[src/rtl/uart_pkg.sv]
// Shared UART definitions: serializer state encoding, 8N1 framing constants
// and the baud divisor helpers.
package uart_pkg;
    typedef enum logic [1:0] {IDLE, START, DATA, STOP} uart_state_e;

    localparam logic START_BIT      = 1'b0;
    localparam logic STOP_BIT       = 1'b1;
    localparam int   DATA_BITS      = 8;
    localparam int   MIN_BAUD_CNT_W = 17;

    function automatic int baud_div(input int clk_hz, input int baud);
        return clk_hz / baud;
    endfunction

    // Keep the baud counter wide enough for slow line rates.
    function automatic int baud_cnt_w(input int div);
        return ($clog2(div) > MIN_BAUD_CNT_W) ? $clog2(div) : MIN_BAUD_CNT_W;
    endfunction
endpackage

[src/rtl/uart_tx_ser.sv]
// 8N1 serializer: takes a byte on load while idle, shifts it out LSB first
// framed by a start and a stop bit, each bit held for BAUD_DIV clocks.
module uart_tx_ser
    import uart_pkg::*;
#(
    parameter int BAUD_DIV = 434
) (
    input  logic       clk,
    input  logic       rst,
    input  logic       load,
    input  logic [7:0] data,
    output logic       busy,
    output logic       done,
    output logic       tx
);
    localparam int            CW        = baud_cnt_w(BAUD_DIV);
    localparam logic [CW-1:0] BAUD_LAST = CW'(BAUD_DIV - 1);

    uart_state_e   state;
    logic [CW-1:0] baud_cnt;
    logic [2:0]    bit_cnt;
    logic [7:0]    shreg;
    logic          bit_end;

    assign bit_end = (baud_cnt == BAUD_LAST);
    assign busy    = (state != IDLE);
    assign done    = (state == STOP) && bit_end;

    // tx is updated on the same edge as the state so the line is glitch-free.
    always_ff @(posedge clk or posedge rst) begin
        if (rst) begin
            state    <= IDLE;
            baud_cnt <= '0;
            bit_cnt  <= '0;
            shreg    <= '0;
            tx       <= STOP_BIT;
        end else begin
            baud_cnt <= (state == IDLE || bit_end) ? '0 : baud_cnt + 1'b1;
            case (state)
                IDLE: if (load) begin
                    state <= START;
                    shreg <= data;
                    tx    <= START_BIT;
                end
                START: if (bit_end) begin
                    state   <= DATA;
                    bit_cnt <= '0;
                    tx      <= shreg[0];
                end
                DATA: if (bit_end) begin
                    if (bit_cnt == 3'(DATA_BITS - 1)) begin
                        state <= STOP;
                        tx    <= STOP_BIT;
                    end else begin
                        bit_cnt <= bit_cnt + 1'b1;
                        shreg   <= shreg >> 1;
                        tx      <= shreg[1];
                    end
                end
                STOP: if (bit_end) state <= IDLE;
                default: state <= IDLE;
            endcase
        end
    end
endmodule

[src/rtl/uart_tx_arbiter.sv]
// Round-robin arbiter sharing one UART TX line between NUM_REQ byte streams;
// an owner keeps the line for a whole message unless it stalls too long.
module uart_tx_arbiter
    import uart_pkg::*;
#(
    parameter int NUM_REQ      = 4,
    parameter int CLK_HZ       = 50_000_000,
    parameter int BAUD         = 115200,
    parameter int LOCK_TIMEOUT = 65535
) (
    input  logic                       CLOCK_50,
    input  logic                       reset,
    input  logic [NUM_REQ-1:0]         req_valid,
    input  logic [NUM_REQ*8-1:0]       req_data,
    input  logic [NUM_REQ-1:0]         req_last,
    output logic [NUM_REQ-1:0]         req_ready,
    output logic [$clog2(NUM_REQ)-1:0] grant_id,
    output logic                       busy,
    output logic                       UART_TX
);
    localparam int IDW      = $clog2(NUM_REQ);
    localparam int BAUD_DIV = baud_div(CLK_HZ, BAUD);
    localparam int TW       = (LOCK_TIMEOUT > 1) ? $clog2(LOCK_TIMEOUT) : 1;

    logic [IDW-1:0] rr_ptr, sel;
    logic [TW-1:0]  to_cnt;
    logic [7:0]     sel_byte;
    logic           locked, ser_busy, ser_done, xfer, to_wait;

    function automatic logic [IDW-1:0] wrap_inc(input logic [IDW-1:0] i);
        return (int'(i) == NUM_REQ - 1) ? '0 : i + 1'b1;
    endfunction

    // First valid requester at or after ptr, wrapping modulo NUM_REQ.
    function automatic logic [IDW-1:0] rr_pick(input logic [NUM_REQ-1:0] v,
                                               input logic [IDW-1:0]     ptr);
        logic [IDW-1:0] pick;
        int             s;
        pick = ptr;
        for (int k = NUM_REQ - 1; k >= 0; k--) begin
            s = int'(ptr) + k;
            if (s >= NUM_REQ) s = s - NUM_REQ;
            if (v[IDW'(s)]) pick = IDW'(s);
        end
        return pick;
    endfunction

    assign sel      = locked ? grant_id : rr_pick(req_valid, rr_ptr);
    assign sel_byte = req_data[{sel, 3'b000} +: 8];
    assign xfer     = req_valid[sel] && !ser_busy;
    assign busy     = ser_busy || locked;
    assign to_wait  = (LOCK_TIMEOUT != 0) && !ser_busy && locked && !req_valid[grant_id];

    always_comb begin
        req_ready      = '0;
        req_ready[sel] = xfer;
    end

    always_ff @(posedge CLOCK_50 or posedge reset) begin
        if (reset) begin
            rr_ptr   <= '0;
            locked   <= 1'b0;
            grant_id <= '0;
            to_cnt   <= '0;
        end else if (xfer) begin
            grant_id <= sel;
            locked   <= !req_last[sel];
            to_cnt   <= '0;
        end else if (ser_done) begin
            if (!locked) rr_ptr <= wrap_inc(grant_id);
        end else if (to_wait) begin
            // Stalled owner: drop the lock and let the others in.
            if (to_cnt == TW'(LOCK_TIMEOUT - 1)) begin
                locked <= 1'b0;
                rr_ptr <= wrap_inc(grant_id);
                to_cnt <= '0;
            end else begin
                to_cnt <= to_cnt + 1'b1;
            end
        end
    end

    uart_tx_ser #(.BAUD_DIV(BAUD_DIV)) u_ser (
        .clk  (CLOCK_50),
        .rst  (reset),
        .load (xfer),
        .data (sel_byte),
        .busy (ser_busy),
        .done (ser_done),
        .tx   (UART_TX)
    );
endmodule

[config.mk]
export PLATFORM = sky130hd
export DESIGN_NAME = uart_tx_arbiter
export DESIGN_NICKNAME = d
export VERILOG_FILES = /design/src/rtl/uart_pkg.sv /design/src/rtl/uart_tx_ser.sv /design/src/rtl/uart_tx_arbiter.sv
export SDC_FILE = /design/constraint.sdc
export NUM_CORES = 1
export LEC_CHECK = 0
export ABC_CLOCK_PERIOD_IN_PS = 4050
export BUFFER_PORTS_ARGS = -buffer_cell sky130_fd_sc_hd__buf_2
export CORE_UTILIZATION = 50
export CTS_BUF_LIST = sky130_fd_sc_hd__clkbuf_8
export DETAILED_ROUTE_END_ITERATION = 8
export GPL_ROUTABILITY_DRIVEN = 0
export MAX_ROUTING_LAYER = met4
export PLACE_DENSITY_LB_ADDON = 0.12
export SETUP_SLACK_MARGIN = 0.1
export SLEW_MARGIN = 20
export SYNTH_ARGS = -nofsm -noshare
export SYNTH_HDL_FRONTEND = slang
export SYNTH_SLANG_ARGS = --single-unit
[constraint.sdc]
create_clock -name CLOCK_50 -period 4.05 [get_ports CLOCK_50]
set_input_delay 0.81 -clock CLOCK_50 [delete_from_list [all_inputs] [get_ports CLOCK_50]]
set_output_delay 0.81 -clock CLOCK_50 [all_outputs]
set_load 0.005 [all_outputs]
==> impl_metrics.py <==
metrics = {
    "status": {
        "outcome": "complete, no violations",
    },
    "cts": {
        "cts_root_buffer": "clkbuf_8",
        "postCtsSetupBuffers": 0,
        "path_clk_slew_ps": 90,
        "insertion_delay_ps": 300,
        "cts_hold_buf": 0,
        "tritoncts": "yes",
        "cts.path.max_buffers": 2,
        "htreeDepth": 2,
        "cts.repair.resized": 0,
        "cts.sinks": 52,
        "cts_buffers": 5,
    },
    "floorplan": {
        "die_y_um": 85.47,
        "dieWidth_um": 85.47,
        "coreArea_um2": 6756,
        "fp-row-count": 30,
        "initial_core_util_pct": 51.56,
        "floorplan.die_area_um2": 7304,
        "ioPinCount": 50,
    },
    "worst_setup_path": {
        "worstSetupPathType": "input port to output pin",
        "worstPathRequired_ps": 3240,
        "crit_start": "req_valid[3]",
        "cp-start-kind": "input port",
        "cp_common_cell": "buf_2",
        "crit_arrival_ps": 2480,
        "path_max_fanout": 11,
        "end_kind": "output pin",
        "slowest_delay_ps": 440,
        "slowest_stage": "a221oi_4",
        "path_cells": "buf_2 > nand2b_1 > a21boi_0 > o31ai_1 > a221oi_4 > nand2_1 > nor2_1 > buf_2",
        "reg2reg_depth": 7,
        "timing.rr.start": "locked",
    },
    "power_and_ir_drop": {
        "p_seq_share_pct": 36.5,
        "ir_drop_uv": 352.7,
        "intPower_uw": 1206,
        "p_comb_share_pct": 48.3,
        "cellPowerDensity_nw_per_um2": 520.7,
        "p_leak_uw": 0.001701,
        "clockPowerShare_pct": 15.3,
        "switching_share_pct": 39.70,
        "switchingPower_uw": 794.4,
    },
    "route": {
        "drt_pass1_iterations": 4,
        "drc": 0,
        "post_drt_via_cell_ratio": 5.683,
        "wirelength_um": 6991,
        "wire_per_inst_um": 14.21,
        "vias": 2796,
        "ant_nets": 0,
        "drt-initial-drc-count": 75,
    },
    "global_route": {
        "grt_max_degree": 33,
        "antenna_found_initial": 0,
        "met1_usage_pct": 28.58,
        "grt_busiest_layer": "met2",
        "grt_pass1_vias": 2735,
        "grt_use_met3_pct": 3.405,
        "grt_overflow": 0,
        "track_usage_pct": 21.62,
        "grt_use_met2_pct": 34.91,
        "grt_pass1_wl_um": 12400,
    },
    "timing": {
        "rsz0062_at_grt": "false",
        "period_needed_ps": 3288,
        "whs_ps": 517.6,
        "hold_viol": 0,
        "fin_tns_setup_ps": 0,
        "setup_viol": 0,
        "skew_ps": 13.10,
        "slew_violations": 0,
        "min_period_over_period_pct": 81.18,
        "timing.slew.headroom_pct": 43.47,
        "tightest_slew_ps": 841.5,
        "timing.fmax_mhz": 304.2,
    },
    "yosys": {
        "netlist_area_um2": 3483,
        "yosys.area.top_type_share_pct": 36.64,
        "synthFlopType": "dfrtp_1",
        "synthCells": 368,
        "synth_common_cells": "dfrtp_1 (51), nor2_1 (42), nand2_1 (29), mux2_2 (21), o21ai_0 (21)",
        "post_synth.cell_area_avg_um2": 9.466,
        "synth-edff-count": 0,
        "yosysMostFrequentCell": "dfrtp_1",
        "async_reset_ff_share_pct": 100.0,
        "syn_nets": 423,
        "synth_warnings": 0,
        "ys_seq_elements": 52,
        "yosys-top-cells-area": "dfrtp_1 (37%), mux2_2 (6.8%), ha_1 (4.7%), mux2i_1 (4.6%), nor2_1 (4.5%)",
        "synth.distinct_cells": 63,
        "seq_area_frac_synth_pct": 37.39,
        "synth_top_cell_by_area": "dfrtp_1",
    },
    "job": {
        "cap_violations": 0,
    },
    "place": {
        "place_area_um2": 3749,
        "dp_hpwl_um": 5225,
        "portBuffers": 49,
    },
    "min_path": {
        "hold_depth": 1,
        "hold_path_class": "flip-flop to flip-flop",
        "hp-start": "u_ser.shreg[5]",
    },
    "final_layout": {
        "diodes": 0,
        "drive_gt1_share_pct": 25.49,
        "design_area_um2": 3842,
        "syn2layout_area_growth_pct": 10.31,
        "fin_nets": 466,
    },
}
## critical path, delay by kind of cell
| kind | cells | cell delay, ps |
|---|---|---|
| AO/OA/AOI/OAI | 3 | 1010 |
| AND/OR/NAND/NOR | 3 | 380 |
| buffers and inverters | 2 | 270 |
## logic make-up after synthesis
logic type	Yosys count	synth area share, %
muxes	39	12.68
xor gates and xnor gates	14	3.520
adders and majority gates	13	4.670
DFF	52	37.39
AOI/OAI and AO/OA	79	16.41
buffers and inverters	30	4.741
and+or+nand+nor	141	20.58
## area by class of cell
| type | instances | area, um^2 |
|---|---|---|
| fill | 640 | 2914 |
| multi-input combinational | 286 | 2022 |
| sequential | 52 | 1303 |
| timing repair buffer | 53 | 275.3 |
| tap | 80 | 100.1 |
| clock buffer | 6 | 82.58 |
| inverter | 13 | 48.80 |
| clock inverter | 2 | 11.26 |
## routing by layer
| metal | vias up | wire length, um |
|---|---|---|
| met4 | 0 | 66 |
| li1 | 1409 | - |
| met3 | 8 | 149 |
| met1 | 1354 | 3469 |
| met5 | - | 0 |
| met2 | 25 | 3305 |
## power by group through the flow
stage          combinational [uW]  sequential [uW]  clock [uW]
2_1_floorplan                 825              694           0
3_3_place_gp                  959              735           0
3_5_place_dp                  970              740           0
4_1_cts                       974              730         320
5_1_grt                      1090              747         342
6_report                      966              729         306
## cell usage in the layout, fill, tap and decap left out, types with 5 or more instances in the layout
cell type | synthesis | routed
dfrtp_1 | 51 | 51
nand2_1 | 29 | 29
nand4_1 | 5 | 5
nor2b_1 | 7 | 7
buf_2 | 3 | 49
ha_1 | 13 | 13
nand3_1 | 15 | 15
o21ai_0 | 21 | 21
or3_1 | 10 | 10
xor2_1 | 9 | 9
mux2_2 | 21 | 21
clkbuf_8 | 0 | 6
nor2_1 | 42 | 42
xnor2_1 | 5 | 5
mux2i_1 | 16 | 16
inv_1 | 13 | 13
and3_1 | 5 | 5
a21oi_1 | 20 | 20
## per-stage QoR
step	utilization, %	total power [uW]	setup WS [ps]	instances
2_1_floorplan	-	1520	1020	368
3_3_place_gp	55.48	1694	864.6	484
3_5_place_dp	55.48	1710	765.6	484
4_1_cts	56.87	2024	756.2	492
5_1_grt	56.87	2175	689.2	492
6_report	56.87	2001	762.3	492
## worst paths after layout
path / slack (ps) / endpoint
worst min register to register: 520 / u_ser.shreg[5]
worst max-delay path: 760 / req_ready[0]
min in group asynchronous: 580 / u_ser.state[1]
worst max register to register: 1320 / u_ser.shreg[1]
worst min-delay path: 520 / u_ser.shreg[5]
max in group asynchronous: 2720 / grant_id[1]
## sequential cells by signal, indices dropped and copies added, names as in the netlist
register and flops:
grant_id 2, locked 1, rr_ptr 2, to_cnt 16
u_ser.baud_cnt 17, u_ser.bit_cnt 3, u_ser.shreg 8, u_ser.state 2
u_ser.tx 1
(Power assumes the default switching activity.)
